**config.mk**
```make
export PLATFORM = sky130hd
export DESIGN_NAME = ps2_keyboard
export DESIGN_NICKNAME = d
export VERILOG_FILES = /design/src/rtl/ps2_keyboard_pkg.sv /design/src/rtl/ps2_rx_fifo.sv /design/src/rtl/ps2_keyboard.sv
export SDC_FILE = /design/constraint.sdc
export NUM_CORES = 1
export LEC_CHECK = 0
export BUFFER_PORTS_ARGS = -buffer_cell sky130_fd_sc_hd__buf_2
export CAP_MARGIN = 0
export CORE_ASPECT_RATIO = 0.5
export CORE_MARGIN = 4
export CORE_UTILIZATION = 60
export CTS_CLUSTER_DIAMETER = 100
export DETAILED_ROUTE_END_ITERATION = 12
export GPL_TIMING_DRIVEN = 0
export PLACE_DENSITY = 0.78
export SLEW_MARGIN = 10
export SYNTH_ARGS = -nofsm -noshare
export SYNTH_HDL_FRONTEND = slang
export SYNTH_HIERARCHICAL = 1
export SYNTH_SLANG_ARGS = --single-unit
```
**constraint.sdc**
```tcl
create_clock -name clk -period 3.85 [get_ports clk]
set_clock_uncertainty 0.05 [all_clocks]
set_input_delay 0.385 -clock clk [delete_from_list [all_inputs] [get_ports clk]]
set_output_delay 0.385 -clock clk [all_outputs]
set_load 0.03 [all_outputs]
```
**src/rtl/ps2_keyboard_pkg.sv**
```systemverilog
`default_nettype none
// ============================================================================
//  Module      : ps2_keyboard_pkg
//  Description : Shared constants and helpers for the PS/2 keyboard receiver.
//                Frame geometry, scan-code width, default FIFO depth, common
//                scan codes and the frame validity rule.
//  Revision    : 1.0  initial release
// ============================================================================
package ps2_keyboard_pkg;

    localparam int          PS2_FRAME_BITS = 11;
    localparam int          PS2_CODE_W     = 8;
    localparam int          FIFO_DEPTH     = 8;

    // Index of the stop bit within a frame (last sample).
    localparam logic [3:0]  PS2_STOP_IDX   = 4'(PS2_FRAME_BITS - 1);

    // Frequently used scan codes.
    localparam logic [7:0]  SC_A           = 8'h1C;
    localparam logic [7:0]  SC_BREAK       = 8'hF0;

    // A frame is good when the start bit is 0, the stop bit is 1 and the
    // eight data bits plus the parity bit hold an odd number of ones.
    function automatic logic ps2_frame_ok(input logic [9:0] frame,
                                          input logic       stop_bit);
        return ~frame[0] & stop_bit & (^frame[9:1]);
    endfunction

endpackage
`default_nettype wire

```
**src/rtl/ps2_rx_fifo.sv**
```systemverilog
`default_nettype none
// ============================================================================
//  Module      : ps2_rx_fifo
//  Description : Synchronous scan-code FIFO. Pointers carry an extra wrap bit
//                so all DEPTH entries are usable. A push into a full FIFO is
//                accepted only when a pop happens in the same cycle.
//  Ports       : clk, rst        - clock, synchronous active-high reset
//                i_push, i_wdata - write request and data
//                i_pop           - read request (ignored while empty)
//                o_rdata         - head entry, zero while empty
//                o_empty, o_full - occupancy flags
//                o_drop          - push rejected because FIFO full
//                o_popped        - a pop took effect this cycle
//  Revision    : 1.0  initial release
// ============================================================================
module ps2_rx_fifo #(
    parameter int DEPTH = 8,
    parameter int WIDTH = 8
) (
    input  logic             clk,
    input  logic             rst,
    input  logic             i_push,
    input  logic [WIDTH-1:0] i_wdata,
    input  logic             i_pop,
    output logic [WIDTH-1:0] o_rdata,
    output logic             o_empty,
    output logic             o_full,
    output logic             o_drop,
    output logic             o_popped
);
    localparam int AW = $clog2(DEPTH);

    logic [WIDTH-1:0] r_mem [DEPTH];
    logic [AW:0]      r_wptr;
    logic [AW:0]      r_rptr;

    logic             w_empty;
    logic             w_full;
    logic             w_pop_en;
    logic             w_push_en;

    assign w_empty   = (r_wptr == r_rptr);
    assign w_full    = (r_wptr[AW-1:0] == r_rptr[AW-1:0]) &&
                       (r_wptr[AW] != r_rptr[AW]);
    assign w_pop_en  = i_pop & ~w_empty;
    // When full, the slot being written is the head that is leaving this cycle.
    assign w_push_en = i_push & (~w_full | w_pop_en);

    always_ff @(posedge clk) begin
        if (rst) begin
            r_wptr <= '0;
            r_rptr <= '0;
        end else begin
            if (w_push_en) r_wptr <= r_wptr + 1'b1;
            if (w_pop_en)  r_rptr <= r_rptr + 1'b1;
        end
    end

    always_ff @(posedge clk) begin
        if (!rst && w_push_en) r_mem[r_wptr[AW-1:0]] <= i_wdata;
    end

    assign o_rdata  = w_empty ? '0 : r_mem[r_rptr[AW-1:0]];
    assign o_empty  = w_empty;
    assign o_full   = w_full;
    assign o_drop   = i_push & ~w_push_en;
    assign o_popped = w_pop_en;

endmodule
`default_nettype wire

```
**src/rtl/ps2_keyboard.sv**
```systemverilog
`default_nettype none
// ============================================================================
//  Module      : ps2_keyboard
//  Description : PS/2 device-to-host receiver. Oversamples ps2_clk/ps2_data,
//                deserialises 11-bit frames on falling ps2_clk edges, checks
//                start/parity/stop and queues good scan codes in a FIFO.
//  Ports       : clk        - system clock
//                clrn       - synchronous reset, active HIGH despite the name
//                ps2_clk    - raw PS/2 clock (asynchronous)
//                ps2_data   - raw PS/2 data (asynchronous)
//                nextdata_n - active-low pop request
//                data       - scan code at FIFO head, 8'h00 when empty
//                ready      - FIFO non-empty
//                overflow   - sticky: a good frame was lost to a full FIFO
//  Revision    : 1.0  initial release
// ============================================================================
module ps2_keyboard
    import ps2_keyboard_pkg::*;
#(
    parameter int FIFO_DEPTH = ps2_keyboard_pkg::FIFO_DEPTH
) (
    input  logic                  clk,
    input  logic                  clrn,
    input  logic                  ps2_clk,
    input  logic                  ps2_data,
    input  logic                  nextdata_n,
    output logic [PS2_CODE_W-1:0] data,
    output logic                  ready,
    output logic                  overflow
);
    // Synchronisers: [0] is stage 1. Data stages line up with clock stages 1-2.
    logic [2:0] r_clk_sync;
    logic [1:0] r_dat_sync;
    logic [3:0] r_cnt;
    logic [9:0] r_frame;
    logic       r_overflow;

    logic       w_fall;
    logic       w_sample;
    logic       w_push;
    logic       w_empty;
    logic       w_full;
    logic       w_drop;
    logic       w_popped;

    assign w_fall   = r_clk_sync[2] & ~r_clk_sync[1];
    assign w_sample = r_dat_sync[1];
    assign w_push   = w_fall && (r_cnt == PS2_STOP_IDX) &&
                      ps2_frame_ok(r_frame, w_sample);

    always_ff @(posedge clk) begin
        if (clrn) begin
            r_clk_sync <= 3'b111;
            r_dat_sync <= 2'b11;
            r_cnt      <= '0;
            r_frame    <= '0;
            r_overflow <= 1'b0;
        end else begin
            r_clk_sync <= {r_clk_sync[1:0], ps2_clk};
            r_dat_sync <= {r_dat_sync[0], ps2_data};

            if (w_fall) begin
                // Counter restarts after the stop bit whether or not the
                // frame was good; bad frames are simply not pushed.
                if (r_cnt == PS2_STOP_IDX) begin
                    r_cnt <= '0;
                end else begin
                    r_frame[r_cnt] <= w_sample;
                    r_cnt          <= r_cnt + 4'd1;
                end
            end

            // Drop and pop cannot coincide: a pop makes room for the push.
            if (w_drop)        r_overflow <= 1'b1;
            else if (w_popped) r_overflow <= 1'b0;
        end
    end

    ps2_rx_fifo #(
        .DEPTH (FIFO_DEPTH),
        .WIDTH (PS2_CODE_W)
    ) u_fifo (
        .clk      (clk),
        .rst      (clrn),
        .i_push   (w_push),
        .i_wdata  (r_frame[8:1]),
        .i_pop    (~nextdata_n),
        .o_rdata  (data),
        .o_empty  (w_empty),
        .o_full   (w_full),
        .o_drop   (w_drop),
        .o_popped (w_popped)
    );

    assign ready    = ~w_empty;
    assign overflow = r_overflow;

endmodule
`default_nettype wire

```
# Word level (Yosys, flattened, before mapping)
# Memory sizes are Yosys's and may differ from the RTL's. A register that Yosys moved wholly into a read port is not among the register bits.
# Index checks and enable logic that the tools add are counted.
[word_totals]
reg_bits = 28
ram_bits = 64
inputBits = 5
out_inout_bits = 10
wordCells = 51
n_memories = 1
[memory_table]
columns = ["name", "words", "width", "read_ports", "rd_ports_with_merged_regs", "write_ports", "line", "source"]
rows = [
  ["u_fifo.r_mem", 8, 8, 1, 1, 1, "ps2_rx_fifo.sv:33", "logic [WIDTH-1:0] r_mem [DEPTH];"],
]
[classes]
n_addsub = 3
order_cmp = 2
eq_ne = 4
mux = 11
bitwise = 14
reduce_logical = 9
[ops]
columns = ["cell", "n"]
rows = [
  ["$add A4 B1 Y4 const B", 3],
  ["$bwmux W10", 1],
  ["$reduce_xor A9 Y1", 1],
  ["$mux W8", 1],
  ["$not A1 Y1", 7],
  ["$and A1 B1 Y1", 6],
  ["$mux W3", 2],
  ["$logic_and A1 B1 Y1", 5],
  ["$lt A4 B5 Y1 const B", 1],
  ["$mux W1", 5],
  ["$demux W1 S4", 1],
  ["$eq A4 B4 Y1", 1],
  ["$eq A4 B4 Y1 const B", 1],
  ["$ge A4 B1 Y1 const B", 1],
  ["$mux W4", 1],
  ["$eq A3 B3 Y1", 1],
  ["$reduce_and A2 Y1", 1],
  ["$reduce_bool A2 Y1", 1],
  ["$logic_not A1 Y1", 1],
  ["$ne A1 B1 Y1", 1],
  ["$or A1 B1 Y1", 1],
]

# Logic depth before layout (Yosys ltp)
# Gate-level depths: netlist of the first run.
[logic_depth]
word_depth = 8
ltp_mapped = 9
depth_no_buf = 8

# Cells and area by module
# Netlist of the first run, hierarchy kept.
[modules_own_cells]
columns = ["mod", "instances", "cells_per_inst", "area_per_inst_um2"]
rows = [
  ["ps2_rx_fifo", 1, 188, 3174.3],
  ["ps2_keyboard", 1, 104, 909.6],
]

# Least setup slack after synthesis of the first run
# OpenSTA, ideal clock, no wires.
[synth_path]
path_type = "register to register"
from = "register r_frame[4]"
to = "memory u_fifo.r_mem[0][0], enable pin"
setup_ns = 0.383
t_arrival_ns = 2.699
setup_slack_ns = 0.717
stages_incl_launch_ff = 10
period_less_slack_ns = 3.133
path_cell_list = "dfxtp_1 xor2_1 xnor3_1 xnor2_1 nor3_2 buf_2 nor2b_1 inv_1 a211o_1 nor3_1"
[synth_between]
elab_chain_len = 7
[synth_rtl]
columns = ["item", "line", "source"]
rows = [
  ["start: declaration", "ps2_keyboard.sv:35", "logic [9:0] r_frame;"],
  ["start signal: indexed assignment", "ps2_keyboard.sv:68", "r_frame[r_cnt] <= w_sample;"],
  ["$reduce_xor A9 Y1", "ps2_keyboard_pkg.sv:26", "return ~frame[0] & stop_bit & (^frame[9:1]);"],
  ["$and A1 B1 Y1", "ps2_keyboard_pkg.sv:26", ""],
  ["$logic_and A1 B1 Y1", "ps2_keyboard.sv:48", "assign w_push = w_fall && (r_cnt == PS2_STOP_IDX) &&"],
  ["named net w_push", "ps2_keyboard.sv:40", "logic w_push;"],
  ["$and A1 B1 Y1", "ps2_rx_fifo.sv:47", "assign w_push_en = i_push & (~w_full | w_pop_en);"],
  ["$logic_and A1 B1 Y1", "ps2_rx_fifo.sv:60", "if (!rst && w_push_en) r_mem[r_wptr[AW-1:0]] <= i_wdata;"],
  ["$mux W1", "ps2_rx_fifo.sv:60", ""],
  ["$mux W1 (not written as such)", "ps2_rx_fifo.sv:60", ""],
  ["end: declaration", "ps2_rx_fifo.sv:33", ""],
]
# The timed path passes the listed nets, and every way through them passes these cells.

# Worst setup path in the final report of the first run
[layout_path]
from = "register r_frame[4]"
to = "memory u_fifo.r_mem[3][7], enable pin"
# Same word-level chain as after synthesis.

==> impl_metrics.py, run 1 <==
metrics = {
    "outcome": {
        "status": "completed",
    },
    "synth": {
        "synthXorXnorAreaFrac_pct": 4.14,
        "synth.top_cell.area_share_pct": 47.1,
        "syn_nets": 299,
        "synthCells": 292,
        "synthAdderAreaFrac_pct": 0.613,
        "synth_top_family_by_area": "simple AND/OR/NAND/NOR gates",
        "ys_types": 48,
        "ys_warn_count": 6,
        "synth_area_sq_um": 4080,
        "synthSimpleGateAreaFrac_pct": 12.6,
        "ys_seq_elements": 95,
        "synth_area_leaders": "edfxtp_1 47%, dfxtp_1 15%, mux4_2 8.8%, mux2i_1 3.4%, nor2_1 2.4%",
        "muxShareOfSynthArea_pct": 12.3,
        "synth_enable_flop_cells": 64,
        "synth-compound-area-share_pct": 5.02,
        "avgSynthCellArea_sq_um": 14.0,
        "ys.flop_type": "edfxtp_1",
        "ys_seq_area_share_pct": 62.3,
        "yosysTopAreaCell": "edfxtp_1",
        "async_reset_ff_share_pct": 0,
    },
    "timing": {
        "finalSetupViolCount": 0,
        "hold_viol": 0,
        "relSlewSlack_pct": 35.1,
        "rsz0062_at_grt": "false",
        "finalCriticalPeriod_ns": 3.61,
        "fmax_mhz": 277,
        "fin_crit_sh_pct": 93.9,
        "tightest_slew_ns": 0.966,
        "fin_hold_ws_ns": 0.171,
        "final_max_slew_viol_count": 0,
    },
    "global_routing": {
        "track_usage_pct": 20.7,
        "grt_max_degree": 15,
        "grt.overflow.total": 0,
        "grt_pass1_wl_um": 12500,
        "antenna_found_initial": 0,
        "grt_pass1_vias": 2384,
    },
    "finish": {
        "multi_input_area_sq_um": 1440,
        "final_cell_mix": "64 x edfxtp_1, 31 x dfxtp_1, 23 x nor2_1, 20 x nand2_1, 20 x buf_2",
        "final_cells": 407,
        "area_growth_syn_to_layout_pct": 12.3,
        "nFillCells": 405,
        "antennaDiodeCount": 0,
        "post_route_cells_drive_above_1_share_pct": 22.6,
        "nets": 324,
        "seqCellArea_sq_um": 2540,
        "mostFrequentLayoutCell": "edfxtp_1",
    },
    "setup_path": {
        "worstReg2RegStart": "r_frame[4]$_SDFFE_PP0P_",
        "crit_fanout": 10,
        "rrSetupSlack_ns": 0.24,
        "r2r_cells": 8,
        "r2r-end": "u_fifo/r_mem[3][7]$_DFFE_PP_",
        "path_class": "reg -> reg",
        "cp-end-kind": "flip-flop",
        "required_ns": 3.77,
        "arrival_ns": 3.53,
        "start_kind": "flip-flop",
    },
    "placement": {
        "post-place-cells": 394,
        "portBuffers": 14,
        "gp_congestion": 0.842,
        "dp_hpwl_um": 4950,
    },
    "clock_tree": {
        "cts.path.max_buffers": 2,
        "cts-root-buf": "clkbuf_16",
        "clk_pin_slew_worst_paths_ns": 0.06,
        "cts.sinks": 95,
        "clkLatencyLatePin_ns": 0.34,
        "numCtsBuffers": 9,
        "cts_tree": "yes",
        "htreeDepth": 3,
    },
    "worst_hold_path": {
        "whs_endpoint": "r_clk_sync[0]$_SDFF_PP1_",
        "min_path_type": "in -> reg",
        "min_path_cells": 2,
        "holdCritStartpoint": "ps2_clk",
    },
    "floorplan": {
        "fp.dieArea_sq_um": 8270,
        "start_util_pct": 64.5,
        "placement_rows": 20,
        "die_w_um": 125,
        "io_pins": 15,
        "die_h_um": 66.3,
        "coreArea_sq_um": 6330,
    },
    "route": {
        "wl_um": 7460,
        "routedWlPerCell_um": 18.3,
        "postRouteAntennaNets": 0,
        "dr.pass1.iters": 4,
        "drtIter0Drc": 209,
        "vias": 2345,
        "drc": 0,
        "via_per_inst": 5.76,
    },
    "pwr": {
        "power.density_nw_per_um2": 543,
        "ir_drop_uv": 260,
        "p_total_mw": 2.49,
        "p_leak_nw": 1.60,
    },
    "flow_run": {
        "maxCapViolCount": 0,
    },
}
## cells by family (layout without fill, tap and decap cells)
family / after synthesis / after routing
flip-flops: 95 / 95
AND/OR/NAND/NOR: 95 / 95
multiplexers: 30 / 30
AO/OA/AOI/OAI: 28 / 28
buffers and inverters: 26 / 53
XOR/XNOR: 16 / 16
adder cells (fa/ha/maj): 2 / 2
## registers in the layout (all words and copies together), names as in the netlist, named ones only
name / count
u_fifo/r_mem: 64
r_dat_sync: 2
u_fifo/r_rptr: 4
u_fifo/r_wptr: 4
overflow: 1
r_clk_sync: 3
r_cnt: 4
r_frame: 10
## worst max-delay path by stage
stage	startpoint	endpoint	slack, ns	cells past startpoint
detailed placement	r_frame[4]$_SDFFE_PP0P_	u_fifo/r_mem[0][2]$_DFFE_PP_	-0.27	9
finish	r_frame[4]$_SDFFE_PP0P_	u_fifo/r_mem[3][7]$_DFFE_PP_	0.24	8
CTS	r_frame[4]$_SDFFE_PP0P_	u_fifo/r_mem[4][4]$_DFFE_PP_	0.1	9
global placement	r_frame[4]$_SDFFE_PP0P_	u_fifo/r_mem[0][2]$_DFFE_PP_	-0.02	9
global route	r_frame[4]$_SDFFE_PP0P_	u_fifo/r_mem[1][6]$_DFFE_PP_	0.03	8
floorplan	r_frame[4]$_SDFFE_PP0P_	u_fifo/r_mem[0][0]$_DFFE_PP_	0.72	9
## critical path, cell delays in order, from the launching register on
cell and delay [ns]:
dfxtp_1 0.54, xor2_1 0.20, xnor3_1 0.43, xnor2_1 0.19
nor3_2 0.21, buf_2 0.22, nor2b_1 0.36, o211ai_1 0.29
nor2_1 0.74
## layout make-up
cell class / instances / share of cell area, %
inverter: 10 / 0.819
clock buffer: 9 / 4.91
tap: 88 / 2.40
timing repair buffer: 14 / 1.53
clock inverter: 4 / 1.58
sequential: 95 / 55.4
buffer: 16 / 1.96
multi-input combinational: 171 / 31.4
## Yosys cell counts (2+ instances only)
library cell / instances
ha_1: 2
buf_1: 2
mux4_2: 16
nor3b_1: 2
xnor2_1: 7
o21ai_0: 3
nand3b_1: 3
nor2_1: 26
or2b_1: 2
xor2_2: 2
or3_1: 2
o311ai_0: 4
buf_2: 6
clkbuf_1: 4
dfxtp_1: 31
a21oi_1: 11
xor2_1: 6
or2_2: 5
a211oi_1: 2
nor2b_1: 8
nand3_1: 13
buf_6: 2
nand2_1: 20
mux2i_1: 14
nand4_1: 2
edfxtp_1: 64
nor3_1: 2
inv_1: 10
buf_4: 2
## stage by stage
stage          cell area, sq um  setup TNS (ns)  setup WS (ns)  util (%)
2_1_floorplan              4080               0          0.717         -
3_3_place_gp               4260          -0.124        -0.0159      67.4
3_5_place_dp               4260           -2.35         -0.273      67.4
4_1_cts                    4570               0         0.0957      72.2
5_1_grt                    4590               0         0.0310      72.4
6_report                   4590               0          0.236      72.4
## report_power, final
| group | total, mW | switching [mW] | internal (mW) | leakage, nW |
|---|---|---|---|---|
| registers | 1.12 | 0.0208 | 1.09 | 0.844 |
| logic | 0.474 | 0.284 | 0.190 | 0.609 |
| clock network | 0.899 | 0.342 | 0.557 | 0.145 |
## layer usage
metal,global-route usage [%],up-vias,share of wire [%]
li1,-,1123,-
met5,0,-,0
met2,32.3,56,46
met4,4.51,0,1.4
met3,7.98,6,6.1
met1,27.8,1160,47
## timing repair
action,4_1_cts,5_1_grt
buffers inserted,0,0
hold endpoints to repair,0,0
resized for setup,2,4
hold buffers,0,0
endpoints found under the setup margin,16,32
Note: power is estimated with default switching activity, not from simulation.
==> run 2, diff against run 1 <==
Settings changed: CTS_BUF_LIST set to sky130_fd_sc_hd__clkbuf_8.
==> run 2 against run 1 <==
Power fell by 9.4%. Largest power group unchanged. Hold slack got worse by 0.012 ns. Cell count did not move. Global-route usage shrank 0.79 points. Highest routed layer unchanged. Count of clock-buffer cells in the layout unchanged. Sequential cell count unchanged.
==> impl_metrics.py, run 2 (synthesis results as in run 1) <==
metrics = {
    "outcome": {
        "status": "completed",
    },
    "global_routing": {
        "grt_max_degree": 15,
        "grt.overflow.total": 0,
        "track_usage_pct": 19.9,
        "antenna_found_initial": 0,
        "grt_pass1_vias": 2392,
        "grt_pass1_wl_um": 12300,
    },
    "clock_tree": {
        "postCtsHoldBufs": 0,
        "htreeDepth": 3,
        "cts-root-buf": "clkbuf_8",
        "clkLatencyLatePin_ns": 0.35,
        "cts.sinks": 95,
        "cts_setup_buffers": 0,
        "cts.path.max_buffers": 2,
        "clk_pin_slew_worst_paths_ns": 0.08,
        "numCtsBuffers": 9,
        "cts_tree": "yes",
    },
    "worst_hold_path": {
        "min_path_type": "in -> reg",
    },
    "finish": {
        "mostFrequentLayoutCell": "edfxtp_1",
        "nets": 324,
        "fin_area_sq_um": 4470,
        "final_cell_mix": "64 x edfxtp_1, 31 x dfxtp_1, 25 x nor2_1, 20 x nand2_1, 20 x buf_2",
        "largest_reg_flops": 64,
        "post_route_cells_drive_above_1_share_pct": 21.9,
        "final_core_util_pct": 70.7,
        "nFillCells": 431,
        "antennaDiodeCount": 0,
        "multi_input_area_sq_um": 1430,
        "area_growth_syn_to_layout_pct": 9.53,
        "seqCellArea_sq_um": 2540,
    },
    "route": {
        "postRouteAntennaNets": 0,
        "dr.pass1.iters": 5,
        "via_per_inst": 5.79,
        "routedWlPerCell_um": 18.1,
        "drtIter0Drc": 147,
        "wl_um": 7370,
        "vias": 2355,
        "drc": 0,
    },
    "pwr": {
        "p_leak_nw": 1.56,
        "ir_drop_uv": 263,
        "power.density_nw_per_um2": 504,
    },
    "floorplan": {
        "die_h_um": 66.3,
        "start_util_pct": 64.5,
        "coreArea_sq_um": 6330,
        "fp.dieArea_sq_um": 8270,
        "io_pins": 15,
        "die_w_um": 125,
        "placement_rows": 20,
    },
    "setup_path": {
        "cp-end-kind": "flip-flop",
        "required_ns": 3.79,
        "arrival_ns": 3.58,
        "crit_fanout": 10,
        "path_class": "reg -> reg",
        "start_kind": "flip-flop",
    },
    "timing": {
        "fin_crit_sh_pct": 94.8,
        "hold_viol": 0,
        "relSlewSlack_pct": 35.2,
        "rsz0062_at_grt": "true",
        "final_max_slew_viol_count": 0,
        "fin_hold_ws_ns": 0.159,
        "finalSetupViolCount": 0,
        "fmax_mhz": 274,
        "finalCriticalPeriod_ns": 3.65,
        "tightest_slew_ns": 0.964,
    },
    "placement": {
        "gp_congestion": 0.842,
        "portBuffers": 14,
        "dp_hpwl_um": 4950,
        "place_area_sq_um": 4260,
    },
    "flow_run": {
        "maxCapViolCount": 0,
    },
}
[run 2: cell counts in the layout (fill, tap and decap cells not counted)]
Identical to the previous run, type by type.
[run 2: timing repair]
action | CTS | global route
endpoints found under the hold margin | 0 | 0
pin swaps | 0 | 0
gates resized for setup | 2 | 1
setup endpoints to repair | 16 | 32
gates cloned | 0 | 0
[run 2: metrics by stage]
| stage | std cells | power, mW | setup slack [ns] | TNS [ns] |
|---|---|---|---|---|
| 2_1_floorplan | 292 | 1.51 | 0.717 | 0 |
| 3_3_place_gp | 394 | 1.60 | -0.0159 | -0.124 |
| 3_5_place_dp | 394 | 1.62 | -0.273 | -2.35 |
| 4_1_cts | 407 | 2.28 | 0.161 | 0 |
| 5_1_grt | 407 | 2.37 | -0.0340 | -0.628 |
| 6_report | 407 | 2.25 | 0.202 | 0 |
[run 2: final cells by class]
| cell class | instances | area share [%] |
|---|---|---|
| Clock buffer | 9 | 2.77 |
| Tap cell | 88 | 2.46 |
| Clock inverter | 4 | 1.62 |
| Multi-Input combinational cell | 171 | 31.9 |
| Timing Repair Buffer | 14 | 1.57 |
| Buffer | 16 | 2.01 |
| Inverter | 10 | 0.839 |
| Sequential cell | 95 | 56.8 |
[run 2: power by group]
group / switching (mW) / internal [mW]
logic: 0.285 / 0.190
clock network: 0.311 / 0.355
registers: 0.0212 / 1.09
[run 2: metal layers]
metal	vias to the layer above	track usage, %	routed length (um)
li1	1121	-	-
met3	5	6.29	509
met4	0	4.23	38
met2	60	32.1	3420
met5	-	0	0
met1	1169	26.9	3410
[run 2: critical path, cell delays in order, from the launching register on]
cell and delay [ns]:
dfxtp_1 0.53, xor2_1 0.21, xnor3_1 0.43, xnor2_1 0.17, nor3_2 0.18, buf_2 0.22
nor2b_1 0.34, inv_1 0.11, a211o_1 0.38, nor3_2 0.67
[run 2: path summary, 6_finish.rpt]
check                                start                           end  slack, ns  cells after the start
hold / removal                     ps2_clk      r_clk_sync[0]$_SDFF_PP1_       0.16                      2
setup reg to reg   r_frame[4]$_SDFFE_PP0P_  u_fifo/r_mem[0][4]$_DFFE_PP_       0.20                      9
setup / recovery   r_frame[4]$_SDFFE_PP0P_  u_fifo/r_mem[0][4]$_DFFE_PP_       0.20                      9
hold reg to reg   r_clk_sync[0]$_SDFF_PP1_      r_clk_sync[1]$_SDFF_PP1_       0.37                      1
